--- src/rtl/sirv_qspi_pkg.sv ---
// ---------------------------------------------------------------------------
// sirv_qspi_pkg
// Shared constants and width helpers for the QSPI response-path blocks.
//   QSPI_BYTE_W : width of one rx byte on the link and the inner ports
//   idxWidth()  : bits needed to name one of n inner ports (at least 1)
//   cntWidth()  : bits needed to hold an occupancy of 0..depth
// ---------------------------------------------------------------------------
package sirv_qspi_pkg;

  localparam int QSPI_BYTE_W = 8;

  // Owner indices need enough bits to encode every port, and never zero bits
  function automatic int idxWidth(input int n);
    return (n <= 2) ? 1 : $clog2(n);
  endfunction

  // Occupancy has to reach DEPTH itself, hence the extra bit
  function automatic int cntWidth(input int depth);
    return $clog2(depth) + 1;
  endfunction

endpackage

--- src/rtl/sirv_qspi_owner_fifo.sv ---
// ---------------------------------------------------------------------------
// sirv_qspi_owner_fifo
// Small synchronous FIFO that remembers, in order, which inner port owns each
// outstanding read-returning frame.
// Parameters: DEPTH (power of 2, >= 2), DATA_W (owner index width)
// Ports:
//   clock, rst_n : clock and asynchronous active-low reset
//   flush_i      : synchronous clear, overrides push and pop
//   push_i       : write data_i at the tail (ignored when full)
//   pop_i        : drop the head entry (ignored when empty)
//   data_i       : owner index to record
//   head_o       : owner index at the head
//   full_o       : occupancy == DEPTH
//   empty_o      : occupancy == 0
//   count_o      : occupancy 0..DEPTH
// ---------------------------------------------------------------------------
module sirv_qspi_owner_fifo
  import sirv_qspi_pkg::*;
#(
  parameter int DEPTH  = 4,
  parameter int DATA_W = 1
) (
  input  logic                       clock,
  input  logic                       rst_n,
  input  logic                       flush_i,
  input  logic                       push_i,
  input  logic                       pop_i,
  input  logic [DATA_W-1:0]          data_i,
  output logic [DATA_W-1:0]          head_o,
  output logic                       full_o,
  output logic                       empty_o,
  output logic [cntWidth(DEPTH)-1:0] count_o
);

  localparam int PTR_W = $clog2(DEPTH);
  localparam int CNT_W = cntWidth(DEPTH);

  logic [DATA_W-1:0] mem_q [DEPTH];
  logic [PTR_W-1:0]  wrPtr_q, wrPtr_d;
  logic [PTR_W-1:0]  rdPtr_q, rdPtr_d;
  logic [CNT_W-1:0]  count_q, count_d;
  logic              pushOk;
  logic              popOk;

  assign full_o  = (count_q == CNT_W'(DEPTH));
  assign empty_o = (count_q == '0);
  assign count_o = count_q;
  assign head_o  = mem_q[rdPtr_q];

  // Requests that would overflow or underflow are silently dropped here so the
  // pointers can never drift apart from the occupancy count
  assign pushOk = push_i & ~full_o;
  assign popOk  = pop_i & ~empty_o;

  // Pointers wrap naturally because DEPTH is a power of two
  always_comb begin
    wrPtr_d = wrPtr_q;
    rdPtr_d = rdPtr_q;
    count_d = count_q;
    if (flush_i) begin
      wrPtr_d = '0;
      rdPtr_d = '0;
      count_d = '0;
    end else begin
      if (pushOk) wrPtr_d = wrPtr_q + PTR_W'(1);
      if (popOk)  rdPtr_d = rdPtr_q + PTR_W'(1);
      count_d = count_q + CNT_W'(pushOk) - CNT_W'(popOk);
    end
  end

  // Pointer/count registers plus the storage array
  always_ff @(posedge clock or negedge rst_n) begin
    if (!rst_n) begin
      wrPtr_q <= '0;
      rdPtr_q <= '0;
      count_q <= '0;
      for (int i = 0; i < DEPTH; i++) mem_q[i] <= '0;
    end else begin
      wrPtr_q <= wrPtr_d;
      rdPtr_q <= rdPtr_d;
      count_q <= count_d;
      if (pushOk && !flush_i) mem_q[wrPtr_q] <= data_i;
    end
  end

endmodule

--- src/rtl/sirv_qspi_resp_router.sv ---
// ---------------------------------------------------------------------------
// sirv_qspi_resp_router
// Return-path partner of the QSPI link arbiter: records the owner of every
// fired tx frame that expects a read byte, then steers each rx byte from the
// link back to that owner, strictly in order.
// Optional feature macro: QSPI_RESP_ROUTER_TIMEOUT_EN (rx watchdog).
// Ports:
//   clock, rst_n      : clock and asynchronous active-low reset
//   flush             : synchronous clear of the owner FIFO and watchdog
//   tx_fire/tx_sel/tx_expect_rx : fired-frame record request
//   tx_stall          : owner FIFO full, arbiter must not fire
//   link_rx_valid/ready/data    : rx byte stream from the link
//   port_rx_valid/ready/data    : one-hot rx stream to the inner ports
//   outstanding       : owner FIFO occupancy
//   err_clr           : clears the sticky error flags
//   orphan_err        : sticky, rx byte arrived with no recorded owner
//   timeout_err       : sticky, watchdog dropped an entry (0 without feature)
// ---------------------------------------------------------------------------
module sirv_qspi_resp_router
  import sirv_qspi_pkg::*;
#(
  parameter int PORTS          = 2,
  parameter int DEPTH          = 4,
  parameter int TIMEOUT_CYCLES = 256
) (
  input  logic                        clock,
  input  logic                        rst_n,
  input  logic                        flush,
  input  logic                        tx_fire,
  input  logic [idxWidth(PORTS)-1:0]  tx_sel,
  input  logic                        tx_expect_rx,
  output logic                        tx_stall,
  input  logic                        link_rx_valid,
  output logic                        link_rx_ready,
  input  logic [QSPI_BYTE_W-1:0]      link_rx_data,
  output logic [PORTS-1:0]            port_rx_valid,
  input  logic [PORTS-1:0]            port_rx_ready,
  output logic [QSPI_BYTE_W-1:0]      port_rx_data,
  output logic [cntWidth(DEPTH)-1:0]  outstanding,
  input  logic                        err_clr,
  output logic                        orphan_err,
  output logic                        timeout_err
);

  localparam int IDX_W = idxWidth(PORTS);
  localparam logic [IDX_W:0] PORTS_L = (IDX_W+1)'(PORTS);

  logic             fifoFull;
  logic             fifoEmpty;
  logic [IDX_W-1:0] headSel;
  logic             pushReq;
  logic             popReq;
  logic             linkPop;
  logic             orphanSet;
  logic             orphanErr_q, orphanErr_d;

  // Only frames that bring a byte back and name a real port get an owner slot;
  // the extra top bit keeps the range check meaningful when PORTS is a power of 2
  assign pushReq = tx_fire & tx_expect_rx & ~fifoFull & ({1'b0, tx_sel} < PORTS_L);

  assign linkPop   = link_rx_valid & link_rx_ready & ~fifoEmpty;
  assign orphanSet = link_rx_valid & fifoEmpty;
  assign tx_stall  = fifoFull;

  sirv_qspi_owner_fifo #(
    .DEPTH  (DEPTH),
    .DATA_W (IDX_W)
  ) u_owner_fifo (
    .clock   (clock),
    .rst_n   (rst_n),
    .flush_i (flush),
    .push_i  (pushReq),
    .pop_i   (popReq),
    .data_i  (tx_sel),
    .head_o  (headSel),
    .full_o  (fifoFull),
    .empty_o (fifoEmpty),
    .count_o (outstanding)
  );

  // Zero-latency steering: the head owner sees the link byte and drives the
  // link ready. With no owner the byte is swallowed so the link never stalls.
  always_comb begin
    port_rx_valid = '0;
    link_rx_ready = 1'b1;
    port_rx_data  = '0;
    if (!fifoEmpty) begin
      port_rx_data  = link_rx_data;
      link_rx_ready = 1'b0;
      for (int p = 0; p < PORTS; p++) begin
        if (headSel == IDX_W'(p)) begin
          port_rx_valid[p] = link_rx_valid;
          link_rx_ready    = port_rx_ready[p];
        end
      end
    end
  end

  // Sticky orphan flag; a new orphan in the clearing cycle keeps it set
  always_comb begin
    orphanErr_d = orphanErr_q;
    if (orphanSet)    orphanErr_d = 1'b1;
    else if (err_clr) orphanErr_d = 1'b0;
  end

  always_ff @(posedge clock or negedge rst_n) begin
    if (!rst_n) orphanErr_q <= 1'b0;
    else        orphanErr_q <= orphanErr_d;
  end

  assign orphan_err = orphanErr_q;

`ifdef QSPI_RESP_ROUTER_TIMEOUT_EN
  localparam int WD_W = $clog2(TIMEOUT_CYCLES) + 1;

  logic [WD_W-1:0] wdCnt_q, wdCnt_d;
  logic            wdFire;
  logic            timeoutErr_q, timeoutErr_d;

  // The watchdog only runs while someone is waiting on a byte that never comes;
  // a flush wins over a firing watchdog so no error is raised for a flushed entry
  assign wdFire = ~fifoEmpty & ~linkPop & ~flush & (wdCnt_q == WD_W'(TIMEOUT_CYCLES - 1));
  assign popReq = linkPop | wdFire;

  always_comb begin
    wdCnt_d = wdCnt_q + WD_W'(1);
    if (flush || fifoEmpty || linkPop || wdFire) wdCnt_d = '0;
  end

  always_comb begin
    timeoutErr_d = timeoutErr_q;
    if (wdFire)       timeoutErr_d = 1'b1;
    else if (err_clr) timeoutErr_d = 1'b0;
  end

  always_ff @(posedge clock or negedge rst_n) begin
    if (!rst_n) begin
      wdCnt_q      <= '0;
      timeoutErr_q <= 1'b0;
    end else begin
      wdCnt_q      <= wdCnt_d;
      timeoutErr_q <= timeoutErr_d;
    end
  end

  assign timeout_err = timeoutErr_q;
`else
  // Without the watchdog an entry stays until its byte arrives or a flush
  logic [31:0] unused_timeout;
  assign unused_timeout = 32'(TIMEOUT_CYCLES);
  assign popReq         = linkPop;
  assign timeout_err    = 1'b0;
`endif

endmodule
--- config.mk ---
export PLATFORM = sky130hd
export DESIGN_NAME = sirv_qspi_resp_router
export DESIGN_NICKNAME = d
export VERILOG_FILES = /design/src/rtl/sirv_qspi_pkg.sv /design/src/rtl/sirv_qspi_owner_fifo.sv /design/src/rtl/sirv_qspi_resp_router.sv
export SDC_FILE = /design/constraint.sdc
export NUM_CORES = 1
export LEC_CHECK = 0
export CORE_ASPECT_RATIO = 1.75
export CORE_UTILIZATION = 25
export CTS_CLUSTER_SIZE = 30
export DETAILED_ROUTE_END_ITERATION = 7
export SETUP_SLACK_MARGIN = 0.05
export SYNTH_ARGS = -nofsm -noshare
export SYNTH_HDL_FRONTEND = slang
export SYNTH_SLANG_ARGS = --single-unit
export TNS_END_PERCENT = 1
--- constraint.sdc ---
create_clock -name clock -period 2.3 [get_ports clock]
set_input_delay 0.69 -clock clock [delete_from_list [all_inputs] [get_ports clock]]
set_output_delay 0.69 -clock clock [all_outputs]
set_load 0.02 [all_outputs]
==> impl.org, run 1 <==
** Cells and area
- In the layout the commonest cells are 21 x sky130_fd_sc_hd__clkdlybuf4s50_1, 19 x sky130_fd_sc_hd__buf_4, 11 x sky130_fd_sc_hd__dfrtp_1.
- Relative to the synthesized area, the layout overhead comes to 68.3%.
- 0 antenna diodes ended up in the layout.
- Leaving out fill and tap cells, the most frequent cell in the layout is sky130_fd_sc_hd__clkdlybuf4s50_1.
- Of the cells placed in the final design, the portion with a size suffix greater than 1 is 33.3%.
- The finished cells cover 0.00132 mm2.
- Final Net Count :: between 150 and 200

** Route
- Routed via count :: 728
- Routed WL :: 1990 um
- The detailed router finished its first iteration with 8 violations.
- Wire length per cell after detailed routing :: roughly 11 um
- Uppermost routed layer :: met4
- Post-route DRC violation count :: 0
- The detail route stage leaves a number of antenna-violating nets equal to 0.
- Using the TritonRoute via totals, the vias-per-cell ratio works out to between 4 and 5.
- In the final routing, the length of wire on met1 measures ~670 um.
- Wire segments on met2 add up to about 1100 um in the final route.
- Wire segments on met3 add up to 158 um in the final route.
- Detailed-router iteration count before antenna repair :: 2

** Timing
- On the final layout, the worst hold slack is 0.515 ns.
- Final setup viols :: 3
- Final slew viol count :: 0
- Period utilization :: 106%
- Worst Slack Setup Final :: -0.134 ns
- Number of hold violations in the final report :: 0
- Across the routed clock network, the largest skew measured is around 0.0028 ns.
- The routed design could run at a clock period as short as between 2 and 2.5 ns.
- Derived from the worst setup path, the maximum achievable clock frequency is ~0.41 GHz.
- Pin slew with the least headroom to its limit :: ~0.53 ns
- Remaining max-slew budget at the tightest pin :: roughly 64%
- Setup repair after global routing could not meet its margin everywhere.

** Worst hold path
- The path class of the tightest hold or removal check is register to register.
- The worst hold path terminates at u_owner_fifo.mem_q[0]$_DFFE_PN0P_.
- Count of cells along the worst hold path :: 1
- The startpoint identified for the worst hold timing path is u_owner_fifo.mem_q[0]$_DFFE_PN0P_.

** Floorplan
- Row generation in the floorplan step produced 26 rows.
- The die covers around 0.0034 mm2.
- Floorplan die width :: approximately 44 um
- 35 I/O pins were placed.
- The floorplan step defined a core boundary enclosing ~0.003 mm2.
- The initial utilization of the core area, before any placement, comes to 26.5%.
- In this run the vertical extent of the chip is around 76 um.

** Worst setup path
- On the critical path, the stage with the largest delay is an instance of sky130_fd_sc_hd__dfrtp_2.
- Setup slack on the worst reg-to-reg path comes out at -0.13 ns.
- Type of the worst setup path :: register to register
- Critical Path Start Type :: register
- Cells along the critical path :: mux2i_2 > mux2i_2 > mux2i_1 > nor2_1 > ha_1 > inv_1 > ha_1 > inv_1 > fa_2 > xor2_1 > xnor2_1 > nor2_1
- Critical register-to-register path startpoint :: u_owner_fifo.rdPtr_q[1]$_DFFE_PN0P_
- Max FO, Critical Path :: 3
- On the worst path, the slowest cell contributes a delay of 0.43 ns.
- STA classifies the critical path endpoint as a register.
- Data on the critical path is required at its endpoint by roughly 2.4 ns.
- For the worst flop-to-flop path, the logic depth is 12.
- Data arrival time of the critical path :: roughly 2.6 ns
- Endpoint of the worst register-to-register path :: u_owner_fifo.count_o[2]$_DFF_PN0_

** Clock tree
- The clock passes through at most 2 buffers.
- TritonCTS clock tree :: done
- Clock tree synthesis found a total of 12 sinks.
- Clock-pin slew was measured on the worst setup and hold paths at ~0.050 ns.
- Number of H-tree levels :: 1
- Root buf cell :: sky130_fd_sc_hd__clkbuf_8
- Total CTS buffers :: 3
- Insertion delay to the later sink of the worst-skew pair :: about 0.24 ns

** Synth
- The share of the Yosys chip area taken by registers is about two fifths.
- Number of register bits inferred by synthesis :: 12
- Yosys printed 0 warnings.
- After synthesis, the netlist uses 27 different library cells.
- Post-synthesis instance total :: 79
- The mapped netlist covers 786 um2.
- A synthesized cell averages between 9 and 10 um2.
- Counting every net in the synthesized netlist gives about 100.

** Pwr
- Worst vdd ir :: between 0.0004 and 0.0005 V
- In this run the power density over the cells is ~1100 mW/mm2.
- Static Leak :: roughly 0.64 nW

** Placed design
- Summed over all nets, the half-perimeter wirelength after detailed placement is around 1700 um.
- The congestion estimate from routability-driven global placement came to around 0.78.
- In this run the cell area measured after placement is 0.00127 mm2.
- In this run the tool buffered the top-level ports with 33 buffer cells.

** Global route
- The via count of the first global-routing pass was 768.
- For this run, the total global-route usage over all layers was measured as about an eighth.
- Pin count of the biggest net entering global routing :: 14
- Gr ovfl total :: 0
- The first global-routing pass estimated between 3000 and 4000 um of wire.
- The number of antenna violations at the first check in global routing is 0.

** Outcome
- The run finished, with violations left.
- Violated checks :: setup timing

** Job
- Number of max-cap violations :: 0
==> cell usage after synthesis, drive strengths merged <==
library cell / number / share of area (%)
nor3b: 2 / 3.2
xnor2: 2 / 2.2
mux2i: 5 / 6.8
a31oi: 1 / 0.80
clkbuf: 1 / 0.48
and3: 1 / 0.80
nor3: 2 / 1.9
mux2: 6 / 8.6
conb: 1 / 0.48
buf: 2 / 1.6
xor2: 1 / 1.1
nor2: 7 / 3.3
dfrtp: 12 / 38
inv: 7 / 3.3
and2: 8 / 6.4
nor2b: 2 / 1.6
nand2: 8 / 4.1
o21ai: 1 / 0.64
a21oi: 1 / 0.64
or3: 1 / 0.80
ha: 6 / 9.6
o22ai: 1 / 0.80
fa: 1 / 2.5
==> timing repair <==
action	in CTS	in global routing
buffers inserted	1	2
hold buffers	0	0
setup endpoints to repair	14	13
resized for setup	36	7
pin swaps	2	1
==> power by group <==
| part | total, mW | leakage [nW] | switching (mW) | internal, mW |
|---|---|---|---|---|
| registers | 0.309 | 0.157 | 0.0383 | 0.270 |
| clock network | 0.226 | 0.0288 | 0.0745 | 0.151 |
| logic | 0.882 | 0.455 | 0.438 | 0.443 |
==> metal layers <==
layer,track usage [%],vias to the layer above
met5,0,-
met4,6.36,0
met3,2.13,2
met1,13.0,338
li1,-,356
met2,24.9,32
==> metrics by stage <==
stage	cells	util [%]	worst slack, ns	TNS [ns]	total power, mW
final	174	44.7	-0.134	-0.173	1.42
after global placement	167	43.1	-0.363	-3.54	1.19
after global routing	174	44.7	-0.312	-0.763	1.52
after CTS	172	45.2	-0.203	-0.291	1.45
after floorplan	79	-	-0.0657	-0.0657	0.786
after detailed placement	167	43.1	-0.412	-3.77	1.22
==> layout make-up <==
cell class                      instances  area, um2
Clock buffer                            4       55.1
Fill cell                             293       1640
Inverter                                7       26.3
Multi-Input combinational cell         57        458
Sequential cell                        12        302
Tap cell                               42       52.6
Timing Repair Buffer                   52        429
==> registers in the layout (all words and copies together) (netlist names) <==
register              cells
u_owner_fifo.mem_q        4
u_owner_fifo.count_o      3
u_owner_fifo.rdPtr_q      2
u_owner_fifo.wrPtr_q      2
orphan_err                1
==> critical path, delay by kind of cell (launching register included) <==
| kind | cells | cell delay [ns] |
|---|---|---|
| XOR/XNOR | 2 | 0.29 |
| adder cells (fa/ha/maj) | 3 | 0.72 |
| buffers and inverters | 2 | 0.11 |
| flip-flops | 1 | 0.43 |
| multiplexers | 3 | 0.64 |
| AND/OR/NAND/NOR | 2 | 0.12 |
==> cell families after synthesis <==
group | count (synthesis) | synth area share [%]
mux | 11 | 15.4
simple gates | 31 | 22.1
xor+xnor | 3 | 3.34
fa+ha+maj | 7 | 12.1
flops | 12 | 38.2
compound gates | 4 | 2.87
other cells | 1 | 0.477
buf+inv | 10 | 5.41
==> worst max-delay path by stage <==
| stage | slack (ns) | to | start |
|---|---|---|---|
| floorplan | -0.07 | u_owner_fifo.count_o[2]$_DFF_PN0_ | u_owner_fifo.rdPtr_q[1]$_DFFE_PN0P_ |
| global placement | -0.36 | u_owner_fifo.count_o[2]$_DFF_PN0_ | port_rx_ready[1] |
| detailed placement | -0.41 | u_owner_fifo.count_o[2]$_DFF_PN0_ | port_rx_ready[1] |
| CTS | -0.20 | u_owner_fifo.count_o[2]$_DFF_PN0_ | u_owner_fifo.rdPtr_q[1]$_DFFE_PN0P_ |
| global route | -0.31 | u_owner_fifo.count_o[2]$_DFF_PN0_ | u_owner_fifo.rdPtr_q[1]$_DFFE_PN0P_ |
| finish | -0.13 | u_owner_fifo.count_o[2]$_DFF_PN0_ | u_owner_fifo.rdPtr_q[1]$_DFFE_PN0P_ |
Power figures use the tool's default switching activity.
==> run 2: changes to the inputs <==
- CORE_ASPECT_RATIO: 1.75 -> 1.1
==> run 2 against run 1 <==
Net effect: the run still ends with setup timing left; global-route usage fell by 0.60 points; cell area decreased by 3.4%; clock power shrank 45%; clock skew is 0.0027 ns higher; first-iteration DRC count up 25%; clock-buffer cell count fell by 1; wire length is 6.9% lower; largest cell class unchanged.
==> impl.org, run 2 (same netlist as run 1, synthesis figures left out) <==
** Outcome
- The flow ran to the end, but the final reports show violations.
- Violated checks :: setup timing

** Floorplan
- Floorplan die width :: 55.5 um (+25%)
- The number of placed I/O pins is 35 (unchanged).
- Placement Rows :: 20 (-23%)
- The core area came to 0.00288 mm2 (-2.8%).
- The y dimension of the die came to 60.8 um (-20%).
- Die outline area :: 0.00337 mm2 (-0.25%)
- Initial core utilization :: 27.3% (+0.76 points)

** Route
- The number of vias in the routed layout was 694 (-4.7%).
- Post-route DRC violation count :: 0 (unchanged)
- Via density per instance :: 4.23 (+1.1%)
- The iteration-0 DRC count of the detailed router is 10 (+2).
- Routed WL :: 1850 um (-6.9%)
- The mean routed wirelength per cell is 11.3 um (-1.2%).
- The post-route antenna net violation count is 0 (unchanged).
- The first-pass iteration count of the detailed router is 3 (+1).

** Pwr
- Fraction of power consumed by sequential logic :: 23.2% (+1.4 points)
- The worst ir drop on vdd was 0.000535 V (+17%).
- Clock network fraction of design power :: 9.4% (-6.5 points)
- Sw Ratio :: 41.1% (+2.2 points)
- Internal :: 784 uW (-9.3%)
- Share of power burned in combinational logic :: 67.4% (+5.1 points)
- The leakage dissipation is 0.632 nW (-1.4%).
- The ratio of total power to cell area came to 1040 mW/mm2 (-2.6%).
- Net Switching :: 548 uW (-0.54%)

** Clock tree
- The number of levels the H-tree was split into is 1 (unchanged).
- Sinks on Clock Net :: 12 (unchanged)
- Total CTS buffers :: 3 (unchanged)
- The number of buffers on the longest clock path came to 2 (unchanged).
- The latest clock arrival within the worst-skew pair was 0.26 ns (+0.02 ns).
- TritonCTS built the clock tree.
- The clock slew at the register clock pins of the worst setup and hold paths came to 0.07 ns (+0.02 ns).
- Clock tree synthesis selected as its root buffer the cell sky130_fd_sc_hd__clkbuf_4.

** Worst setup path
- The worst-case register-to-register setup slack was -0.26 ns (-0.13 ns).
- The worst setup path is launched from a register.
- On the critical path, the stage with the largest delay is an instance of sky130_fd_sc_hd__dfrtp_1.
- Endpoint type of the worst setup path :: register
- Type of the worst setup path :: register to register
- The data arrival time of the critical path came to 2.73 ns (+0.17 ns).
- Register-to-Register Path Depth :: 13 (+1)
- In this run the critical register-to-register path is captured at u_owner_fifo.count_o[2]$_DFF_PN0_.
- The most critical setup path has its startpoint at u_owner_fifo.rdPtr_q[1]$_DFFE_PN0P_.
- The data required time at the worst endpoint came to 2.46 ns (+0.03 ns).
- Max FO, Critical Path :: 3 (unchanged)
- Cells along the critical path :: mux2i_2 > mux2i_2 > mux2i_1 > buf_4 > nor2_1 > ha_1 > inv_1 > ha_1 > inv_1 > fa_2 > xor2_2 > xnor2_1 > nor2_1
- CP peak stage delay :: 0.43 ns (about the same)
- In this run the critical register-to-register path is launched from u_owner_fifo.rdPtr_q[1]$_DFFE_PN0P_.

** Placed design
- The estimated wirelength of the detail-placed design came to 1470 um (-13%).
- The cell count after placement came to 157 (-6.0%).
- The worst slack at placement came to -0.471 ns (-0.0584 ns).
- Port buffer count :: 33 (unchanged)
- The weighted congestion at the end of routability-driven global placement was 0.737 (-5.5%).

** Cells and area
- Share of the core filled with cells in the final layout :: 44.4% (-0.28 points)
- The top cell types in the final layout, fill and taps aside, are 21 x sky130_fd_sc_hd__clkdlybuf4s50_1, 20 x sky130_fd_sc_hd__buf_4, 12 x sky130_fd_sc_hd__dfrtp_1.
- Relative to the synthesized area, the layout overhead comes to 62.6%.
- Number of antenna repair diodes :: 0 (unchanged)
- The number of flip-flops in the largest register was 4 (unchanged).
- Share of final-layout standard cells stronger than drive strength 1 :: 33.6% (+0.25 points)
- Final Net Count :: 158 (unchanged)
- The register with the most flip-flops in the final layout is u_owner_fifo.mem_q.
- The number of filler instances in the final layout is 288 (-1.7%).
- Count of non-filler cells in the finished layout :: 164 (-5.7%)
- Most common cell after layout, fill and taps aside :: sky130_fd_sc_hd__clkdlybuf4s50_1

** Timing
- Period utilization :: 111% (+5.7 points)
- Final-layout setup total negative slack :: -0.696 ns (-0.523 ns)
- Layout Skew :: 0.00544 ns (+0.00266 ns)
- Worst Slack Setup Final :: -0.264 ns (-0.131 ns)
- The final max-slew violation count was 0 (unchanged).
- Final setup viols :: 5 (+2)
- Setup repair after global routing missed its margin :: true
- Clock period minus final worst setup slack :: 2.56 ns (+0.131 ns)
- The worst hold margin came to 0.518 ns (+0.00280 ns).
- Number of hold violations in the final report :: 0 (unchanged)
- Pin slew with the least headroom to its limit :: 0.581 ns (+0.0469 ns)
- The top achievable clock speed came to 0.390 GHz (-5.1%).
- Remaining max-slew budget at the tightest pin :: 61.2% (-3.1 points)

** Worst hold path
- For hold timing, the worst endpoint is u_owner_fifo.mem_q[3]$_DFFE_PN0P_.
- Hold Path Origin :: u_owner_fifo.mem_q[3]$_DFFE_PN0P_
- The count of cells along the worst hold path was 1 (unchanged).
- The min-delay analysis places its worst path in the category register to register.

** Global route
- GR Util All Layers :: 12.7% (-0.60 points)
- Gr ovfl total :: 0 (unchanged)
- Pin count of the biggest net entering global routing :: 14 (unchanged)
- Vias in the first global route :: 690 (-10%)
- The first-pass GRT wire length was 3170 um (-4.5%).
- Initial antenna violation count :: 0 (unchanged)

** Job
- Number of max-cap violations :: 0 (unchanged)
## run 2: worst max-delay path by stage
stage	cells past startpoint	end	slack (ns)
after global placement	11	u_owner_fifo.count_o[2]$_DFF_PN0_	-0.39
after floorplan	12	u_owner_fifo.count_o[2]$_DFF_PN0_	-0.07
after detailed placement	11	u_owner_fifo.count_o[2]$_DFF_PN0_	-0.47
final	13	u_owner_fifo.count_o[2]$_DFF_PN0_	-0.26
after global routing	13	u_owner_fifo.count_o[2]$_DFF_PN0_	-0.49
after CTS	13	u_owner_fifo.count_o[2]$_DFF_PN0_	-0.30
## run 2: per-layer routing
layer / vias up / wire (um) / global-route usage (%)
li1: 361 / - / -
met1: 315 / 830 / 14.0
met2: 16 / 905 / 22.0
met3: 2 / 93 / 4.48
met4: 0 / 23 / 6.43
met5: - / 0 / 0
## run 2: through the flow
| stage | area, um2 | total power [mW] |
|---|---|---|
| 2_1_floorplan | 788 | 0.786 |
| 3_3_place_gp | 1260 | 1.20 |
| 3_5_place_dp | 1260 | 1.21 |
| 4_1_cts | 1300 | 1.34 |
| 5_1_grt | 1280 | 1.45 |
| 6_report | 1280 | 1.33 |
## run 2: power by group through the flow
| stage | clock network [mW] | registers (mW) | logic [mW] |
|---|---|---|---|
| 3_3_place_gp | 0 | 0.305 | 0.894 |
| 5_1_grt | 0.148 | 0.319 | 0.984 |
| 4_1_cts | 0.135 | 0.305 | 0.904 |
| 6_report | 0.125 | 0.309 | 0.898 |
| 2_1_floorplan | 0 | 0.355 | 0.431 |
| 3_5_place_dp | 0 | 0.308 | 0.898 |
## run 2: timing repair
item / CTS / global route
pin swaps: 1 / 2
setup buffers: 3 / 1
hold buffers: 0 / 0
setup endpoints to repair: 14 / 13
resized for setup: 39 / 12
## run 2: area by class of cell
type | instances | area (um2) | share of cell area [%]
multi-input cells | 57 | 468 | 36.6
repair buffers | 52 | 419 | 32.8
flip-flops and latches | 12 | 300 | 23.5
well taps | 33 | 41.3 | 3.23
inverters | 7 | 26.3 | 2.06
clock buffers | 3 | 22.5 | 1.76
## run 2: critical path: cells and delay by family, from the launching register on
family	cells	cell delay, ns
fa+ha+maj	3	0.75
mux	3	0.65
flops	1	0.43
xor+xnor	2	0.29
buf+inv	3	0.25
simple gates	2	0.09
